--- src/rtl/exe_hazard_ctrl.sv ---
// Hazard control for the decode/execute register: operand forwarding selects,
// load-use stall and taken-jump flush sequencing, with saturating event counters.
module exe_hazard_ctrl #(
  parameter int FLUSH_CYCLES = 2,
  parameter int LU_CYCLES    = 1,
  parameter int CNT_W        = 16
) (
  input  logic             clk,
  input  logic             rst,
  input  logic             valid_dec,
  input  logic [3:0]       rp_dec,
  input  logic [3:0]       rs_dec,
  input  logic             use_rp_dec,
  input  logic             use_rs_dec,
  input  logic             valid_exe,
  input  logic [3:0]       rg_exe,
  input  logic             we_reg_exe,
  input  logic             load_exe,
  input  logic             valid_mem,
  input  logic [3:0]       rg_mem,
  input  logic             we_reg_mem,
  input  logic             salto_taken,
  output logic             stall_pc,
  output logic             stall_dec,
  output logic             flush_dec,
  output logic             prohib,
  output logic [1:0]       selOp_A,
  output logic [1:0]       selOp_B,
  output logic [1:0]       state,
  output logic [CNT_W-1:0] stall_cnt,
  output logic [CNT_W-1:0] flush_cnt
);

  localparam logic [1:0] ST_RUN   = 2'b00;
  localparam logic [1:0] ST_LU    = 2'b01;
  localparam logic [1:0] ST_FLUSH = 2'b10;

  localparam logic [3:0] FL_LOAD = 4'(FLUSH_CYCLES - 1);
  localparam logic [3:0] LU_LOAD = 4'(LU_CYCLES - 1);
  // A single-cycle sequence is fully covered by the detecting cycle, so stay in RUN.
  localparam logic [1:0] JMP_ST  = (FLUSH_CYCLES > 1) ? ST_FLUSH : ST_RUN;
  localparam logic [1:0] LU_ST   = (LU_CYCLES > 1) ? ST_LU : ST_RUN;

  logic       hit_e_rp, hit_e_rs, hit_m_rp, hit_m_rs, lu;
  logic [1:0] state_nxt;
  logic [3:0] dcnt, dcnt_nxt;

  assign hit_e_rp = valid_exe & we_reg_exe & use_rp_dec & (rg_exe == rp_dec);
  assign hit_e_rs = valid_exe & we_reg_exe & use_rs_dec & (rg_exe == rs_dec);
  assign hit_m_rp = valid_mem & we_reg_mem & use_rp_dec & (rg_mem == rp_dec);
  assign hit_m_rs = valid_mem & we_reg_mem & use_rs_dec & (rg_mem == rs_dec);
  assign lu       = valid_dec & load_exe & (hit_e_rp | hit_e_rs);

  always_comb begin
    stall_pc  = 1'b0;
    stall_dec = 1'b0;
    flush_dec = 1'b0;
    prohib    = 1'b0;
    selOp_A   = 2'b00;
    selOp_B   = 2'b00;
    state_nxt = state;
    dcnt_nxt  = dcnt;
    case (state)
      ST_RUN: begin
        if (valid_dec) begin
          if (hit_e_rp && !load_exe) selOp_A = 2'b01;
          else if (hit_m_rp)         selOp_A = 2'b10;
          if (hit_e_rs && !load_exe) selOp_B = 2'b01;
          else if (hit_m_rs)         selOp_B = 2'b10;
        end
        if (salto_taken) begin
          flush_dec = 1'b1;
          prohib    = 1'b1;
          state_nxt = JMP_ST;
          dcnt_nxt  = FL_LOAD;
        end else if (lu) begin
          stall_pc  = 1'b1;
          stall_dec = 1'b1;
          prohib    = 1'b1;
          state_nxt = LU_ST;
          dcnt_nxt  = LU_LOAD;
        end
      end
      ST_LU: begin
        if (salto_taken) begin
          flush_dec = 1'b1;
          prohib    = 1'b1;
          state_nxt = JMP_ST;
          dcnt_nxt  = FL_LOAD;
        end else begin
          stall_pc  = 1'b1;
          stall_dec = 1'b1;
          prohib    = 1'b1;
          dcnt_nxt  = dcnt - 4'd1;
          if (dcnt <= 4'd1) state_nxt = ST_RUN;
        end
      end
      ST_FLUSH: begin
        flush_dec = 1'b1;
        prohib    = 1'b1;
        if (salto_taken) begin
          state_nxt = JMP_ST;
          dcnt_nxt  = FL_LOAD;
        end else begin
          dcnt_nxt = dcnt - 4'd1;
          if (dcnt <= 4'd1) state_nxt = ST_RUN;
        end
      end
      default: begin
        state_nxt = ST_RUN;
        dcnt_nxt  = '0;
      end
    endcase
    if (rst) begin
      stall_pc  = 1'b0;
      stall_dec = 1'b0;
      flush_dec = 1'b0;
      prohib    = 1'b0;
      selOp_A   = 2'b00;
      selOp_B   = 2'b00;
    end
  end

  always_ff @(posedge clk) begin
    if (rst) begin
      state     <= ST_RUN;
      dcnt      <= '0;
      stall_cnt <= '0;
      flush_cnt <= '0;
    end else begin
      state <= state_nxt;
      dcnt  <= dcnt_nxt;
      if (stall_dec && !flush_dec && stall_cnt != '1) stall_cnt <= stall_cnt + CNT_W'(1);
      if (flush_dec && flush_cnt != '1)               flush_cnt <= flush_cnt + CNT_W'(1);
    end
  end

endmodule

--- config.mk ---
export PLATFORM = sky130hd
export DESIGN_NAME = exe_hazard_ctrl
export DESIGN_NICKNAME = d
export VERILOG_FILES = /design/src/rtl/exe_hazard_ctrl.sv
export SDC_FILE = /design/constraint.sdc
export NUM_CORES = 1
export LEC_CHECK = 0
export CAP_MARGIN = 15
export CORE_ASPECT_RATIO = 0.8
export CORE_MARGIN = 2
export CORE_UTILIZATION = 49
export CTS_CLUSTER_DIAMETER = 50
export DETAILED_ROUTE_END_ITERATION = 12
export GPL_ROUTABILITY_DRIVEN = 0
export PLACE_DENSITY = 0.85
export SLEW_MARGIN = 10
export SYNTH_ARGS = -nofsm -noshare
export SYNTH_HDL_FRONTEND = slang
export SYNTH_SLANG_ARGS = --single-unit
export TNS_END_PERCENT = 20
--- constraint.sdc ---
create_clock -name clk -period 4.98 [get_ports clk]
set_input_delay 0.747 -clock clk [delete_from_list [all_inputs] [get_ports clk]]
set_output_delay 0.747 -clock clk [all_outputs]
set_load 0.02 [all_outputs]
## Word level (Yosys, flattened, before mapping)

Index checks and enable logic that the tools add are counted.
W data, S select, Z words.

- Input bits: 27
- Output and inout port bits: 42
- Register bits after elaboration: 38

- Eq/ne operators: 10
- Bitwise operators: 13
- Reductions and logical operators: 11
- $lt $le $gt $ge: 1
- $add $sub $neg: 3
- Multiplexer cells: 30

Operators with widths:

| kind | count |
|---|---|
| $add A16 B1 Y16 const B | 2 |
| $ne A16 B16 Y1 const B | 2 |
| $mux W2 | 14 |
| $eq A4 B4 Y1 | 4 |
| $and A1 B1 Y1 | 12 |
| $mux W4 | 3 |
| $mux W1 | 8 |
| $pmux W4 S2 | 1 |
| $pmux W1 S2 | 3 |
| $logic_and A1 B1 Y1 | 5 |
| $le A4 B1 Y1 const B | 1 |
| $pmux W2 S2 | 1 |
| $reduce_or A2 Y1 | 2 |
| $sub A4 B1 Y4 const B | 1 |
| $ne A3 B1 Y1 const B | 1 |
| $ne A3 B3 Y1 const B | 1 |
| $eq A2 B1 Y1 const B | 1 |
| $eq A2 B2 Y1 const B | 1 |
| $logic_not A1 Y1 | 2 |
| $logic_not A2 Y1 | 1 |
| $reduce_and A2 Y1 | 1 |
| $or A1 B1 Y1 | 1 |

## Logic depth before layout (Yosys ltp)

- Word-level depth: 11
- Gate-level depth with buffers: 8
- Gate-level depth less buffers: 7

## Least setup slack after synthesis

Ideal clock, no wire load.

- Kind: input to output
- Start point: input port rg_exe[3]
- End point: output port prohib
- Stages: 7
- Path slack: 1.804 ns
- Data required time: 4.233 ns
- Buffers on the path: 2
- Arrival: 2.429 ns
- Cells stage by stage: xor2_1 -> or4_1 -> clkbuf_2 -> and2_1 -> buf_6 -> o21ai_1 -> nor2b_1

- Word-level cells in the longest chain between the ends: 8

RTL lines:

| item | RTL line | RTL |
|---|---|---|
| start: declaration | 16 | `input logic [3:0] rg_exe,` |
| $eq A4 B4 Y1 (on tied branches) | 48, 49 |  |
| $and A1 B1 Y1 (on tied branches) | 48, 49 |  |
| $or A1 B1 Y1 * | 52 | `assign lu = valid_dec & load_exe & (hit_e_rp \| hit_e_rs);` |
| $and A1 B1 Y1 * | 52 |  |
| $mux W1 * | 76 | `end else if (lu) begin` |
| $mux W1 * | 71 | `if (salto_taken) begin` |
| $pmux W1 S2 * | 63 | `case (state)` |
| $mux W1 * | 114 | `if (rst) begin` |
| end: declaration | 26 | `output logic prohib,` |

Every way passes the cells marked *; elsewhere a longest branch is shown, timed or not.

## Final worst setup path

- Start point: input port rg_exe[0]
- End point: output port prohib

Same word-level chain as after synthesis.

==> summary.md <==
The clock-pin slew on the worst setup and hold paths came out at 0.07 ns. Dividing the detail-routed via count by the number of cells gives 5.36. Met1 routing resource usage after global routing: 0.313. After routing, the total negative slack on setup checks comes to 0 ns. The critical path in this run is classified as input port to primary output. Cell count of the worst reg-to-reg path: 5. The slew at the pin closest to its max-slew limit is 0.909 ns. In this run the critical register-to-register path is captured at stall_cnt[5]. By area the synthesized netlist is led by sky130_fd_sc_hd__dfxtp_1, sky130_fd_sc_hd__xor2_1, sky130_fd_sc_hd__nor2_1. The port buffer count was 67; the setup-violating endpoint count in the final report was 0.

STA classifies the critical path startpoint as an input port. After synthesis, the mean cell area works out to 8.27 sq um. The worst setup path is captured at a primary output. The met3 track utilization from global routing is 0.0506, and the detailed placement HPWL is 3.87 mm. The flow ran to the end, and the final reports show no timing, DRC or antenna violations. The run gives 69 as the count of pins on the block boundary. The run gives 0.223 as the total routing usage reported by global routing. The share of cells above drive strength 1 works out to 0.0475. The largest fanout on the critical path was 10. The number of clock sinks was 37. The run gives 1866 as the number of global-route vias before repair. In the layout the commonest cells are sky130_fd_sc_hd__clkdlybuf4s50_1, sky130_fd_sc_hd__dfxtp_1, sky130_fd_sc_hd__nor2_1, sky130_fd_sc_hd__xor2_1, sky130_fd_sc_hd__nand2_1. For this run, design rule violations remaining after detail routing come to 0. The classification of the worst-slack hold path is flip-flop to flip-flop.

Entering global routing, the biggest net connects 45 pins. The tools report the number of buffers on the longest clock path as 2. Global routing finished with a remaining overflow of 0.

When the netlist entered floorplanning its net count stood at 284. The layout overhead on the synthesized area was 36.3%. The synthesized cell area is 0.00209 sq mm, and the data required time of the worst path is 4.23 ns. Counting tap cells, the placed design contains a total of 365 instances. Dividing the detail-routed wire length by the instance count gives 13.6 microns.

The netlist uses 49 different library cells. The via count came out at 2000. The biggest area contributor in the post-synthesis netlist is sky130_fd_sc_hd__dfxtp_1. The share of flip-flops with an asynchronous set or reset is 0, and the number of storage elements in the synthesis netlist is 37. In this run the vertical extent of the chip is 62.4 microns. The final clock skew was 0.00253 ns. The number of resized instances in the post-cts repair step was 0; the slack of the worst reg-to-reg path was 2.75 ns. The final wirelength was 5.07 mm.

The area of the die is 0.00481 sq mm, and the count of max-cap constraint violations is 0. 0 antenna diodes ended up in the layout. The worst register-to-register path begins at state[1].

The utilization after layout came out at 0.687. The run gives 373 as the count of non-filler cells in the finished layout. For the number of rows created at floorplan, the log shows 21. For this design the static power due to leakage is 0.00100 uW.

The run gives 0 as the number of antenna violations at the first check in global routing. The predominant post-synthesis flop cell was sky130_fd_sc_hd__dfxtp_1. The share of the synthesized area in the top cell type is 0.354.

The worst hold path begins at dcnt[3]. Setup repair after global routing left no endpoint under its margin. The logs give 0.504 for the effective utilization at floorplan and 0 for the number of nets with antenna violations after routing. The setup fix buffers added after clock tree synthesis was 0; the setup slack after layout was 0.799 ns.

TritonCTS built the clock tree. OpenSTA, run right after detailed placement, puts the worst setup slack at 0.812 ns. In this run, synthesis inferred 0 flip-flops with an integrated enable.

The number of fill cells in the layout was 369. The fraction of met2 tracks used by global routing came out at 0.354. The H-tree level count came out at 2. Leaving out fill and tap cells, the most frequent cell in the layout is sky130_fd_sc_hd__clkdlybuf4s50_1.

The cell area power density works out to 206 mW/mm^2. The layer flagged by global routing as most heavily used is met2. For this run, the top clock speed supported by timing is 239 MHz.

VDD sags by at most 0.000129 V. The cell at the root of the clock tree was sky130_fd_sc_hd__clkbuf_8. The number of nets in the layout was 346; the hold violation count in the final report was 0. Time the worst path needs with I/O delays and setup: 4.18 ns. Synthesis produced a netlist whose cell count is 253. Core region area: 0.00415 sq mm. The tools report the endpoint of the worst hold path as dcnt[3]. The number of hold buffers added after CTS was 0.

Overall die width: 77.1 microns. The tools report the total number of yosys warnings as 0. The total clock buffers created by CTS is 5.

The later pin in the worst-skew pair is clocked with a latency of 0.28 ns. The max-slew violation total from the final report was 0. The tools report the register area share after synthesis as 0.354.

The tools report the first-pass GRT wire length as 8.78 mm. The relative max-transition margin is 0.390. The part of the cycle the worst path needs came out at 0.840. For this block, the initial DRC count from the detailed router was 124. STA puts the critical path data arrival time at 3.43 ns.

The cell depth of the worst min-delay path is 1. The first TritonRoute pass finished after 4 iterations. The tightest hold path in the finished design has a slack of 0.498 ns.
[final cells by class]
cell class              count  area [sq um]  share of cell area
repair buffers             68           678               0.238
well taps                  57          71.3              0.0250
flip-flops and latches     37           741               0.260
multi-input cells         197          1260               0.441
inverters                   6          22.5             0.00790
clock buffers               6          72.6              0.0254
clock inverters             2          10.0             0.00351
[state kept, by name (all words and copies together) (netlist names)]
| register | count |
|---|---|
| flush_cnt | 16 |
| state | 1 |
| stall_cnt | 16 |
| dcnt | 4 |
[synth_stat cells (4+ instances only)]
cell                       count
sky130_fd_sc_hd__inv_1         6
sky130_fd_sc_hd__xor2_1       21
sky130_fd_sc_hd__nand2_1      19
sky130_fd_sc_hd__nor2_1       34
sky130_fd_sc_hd__or4_1         4
sky130_fd_sc_hd__ha_1          4
sky130_fd_sc_hd__nor2b_1       5
sky130_fd_sc_hd__and4_1        6
sky130_fd_sc_hd__xnor2_1      12
sky130_fd_sc_hd__nand3_1      12
sky130_fd_sc_hd__and3_1        6
sky130_fd_sc_hd__nor4_1        6
sky130_fd_sc_hd__a21oi_1      10
sky130_fd_sc_hd__nor3_1        7
sky130_fd_sc_hd__o21ai_0       5
sky130_fd_sc_hd__clkbuf_1      7
sky130_fd_sc_hd__dfxtp_1      37
sky130_fd_sc_hd__nand4_1       6
[worst max-delay path by stage]
stage | slack [ns] | startpoint | to
2_1_floorplan | 1.80 | rg_exe[3] | prohib
4_1_cts | 0.80 | rg_exe[0] | prohib
3_3_place_gp | 0.86 | rg_exe[3] | prohib
3_5_place_dp | 0.81 | rg_exe[0] | prohib
5_1_grt | 0.63 | rg_exe[1] | prohib
6_report | 0.80 | rg_exe[0] | prohib
[per-layer routing]
metal  vias up  part of all wire
li1       1016                 -
met1       916              0.48
met2        66              0.46
met3         2             0.060
met4         0            0.0030
met5         -                 0
[worst max-delay path, cell delays in order]
cell and delay (ns):
sky130_fd_sc_hd__clkdlybuf4s50_1 0.45, sky130_fd_sc_hd__xor2_1 0.19, sky130_fd_sc_hd__or4_1 0.63, sky130_fd_sc_hd__and2_1 0.29, sky130_fd_sc_hd__o21ai_1 0.35, sky130_fd_sc_hd__nor2b_1 0.17, sky130_fd_sc_hd__clkdlybuf4s50_1 0.60
[report_power, final]
part           switching, uW  total, uW  internal (uW)  leakage [uW]
combinational           38.6       80.3           41.7      0.000658
clock                    103        200           97.0     0.0000450
sequential              5.14        306            301      0.000299
total                    147        586            439       0.00100
[cell families after synthesis]
| family | share of synthesized area |
|---|---|
| and+or+nand+nor | 0.307 |
| DFF | 0.354 |
| AOI/OAI and AO/OA | 0.109 |
| xor gates and xnor gates | 0.138 |
| buffers and inverters | 0.0454 |
| adders and majority gates | 0.0239 |
| muxes | 0.0209 |
| other | 0.00179 |
[per-stage QoR]
step / power (uW) / cell area [sq um]
3_3_place_gp: 391 / 2770
2_1_floorplan: 352 / 2090
4_1_cts: 590 / 2850
6_report: 586 / 2850
5_1_grt: 617 / 2850
3_5_place_dp: 393 / 2770
Note: power is estimated with default switching activity, not from simulation.
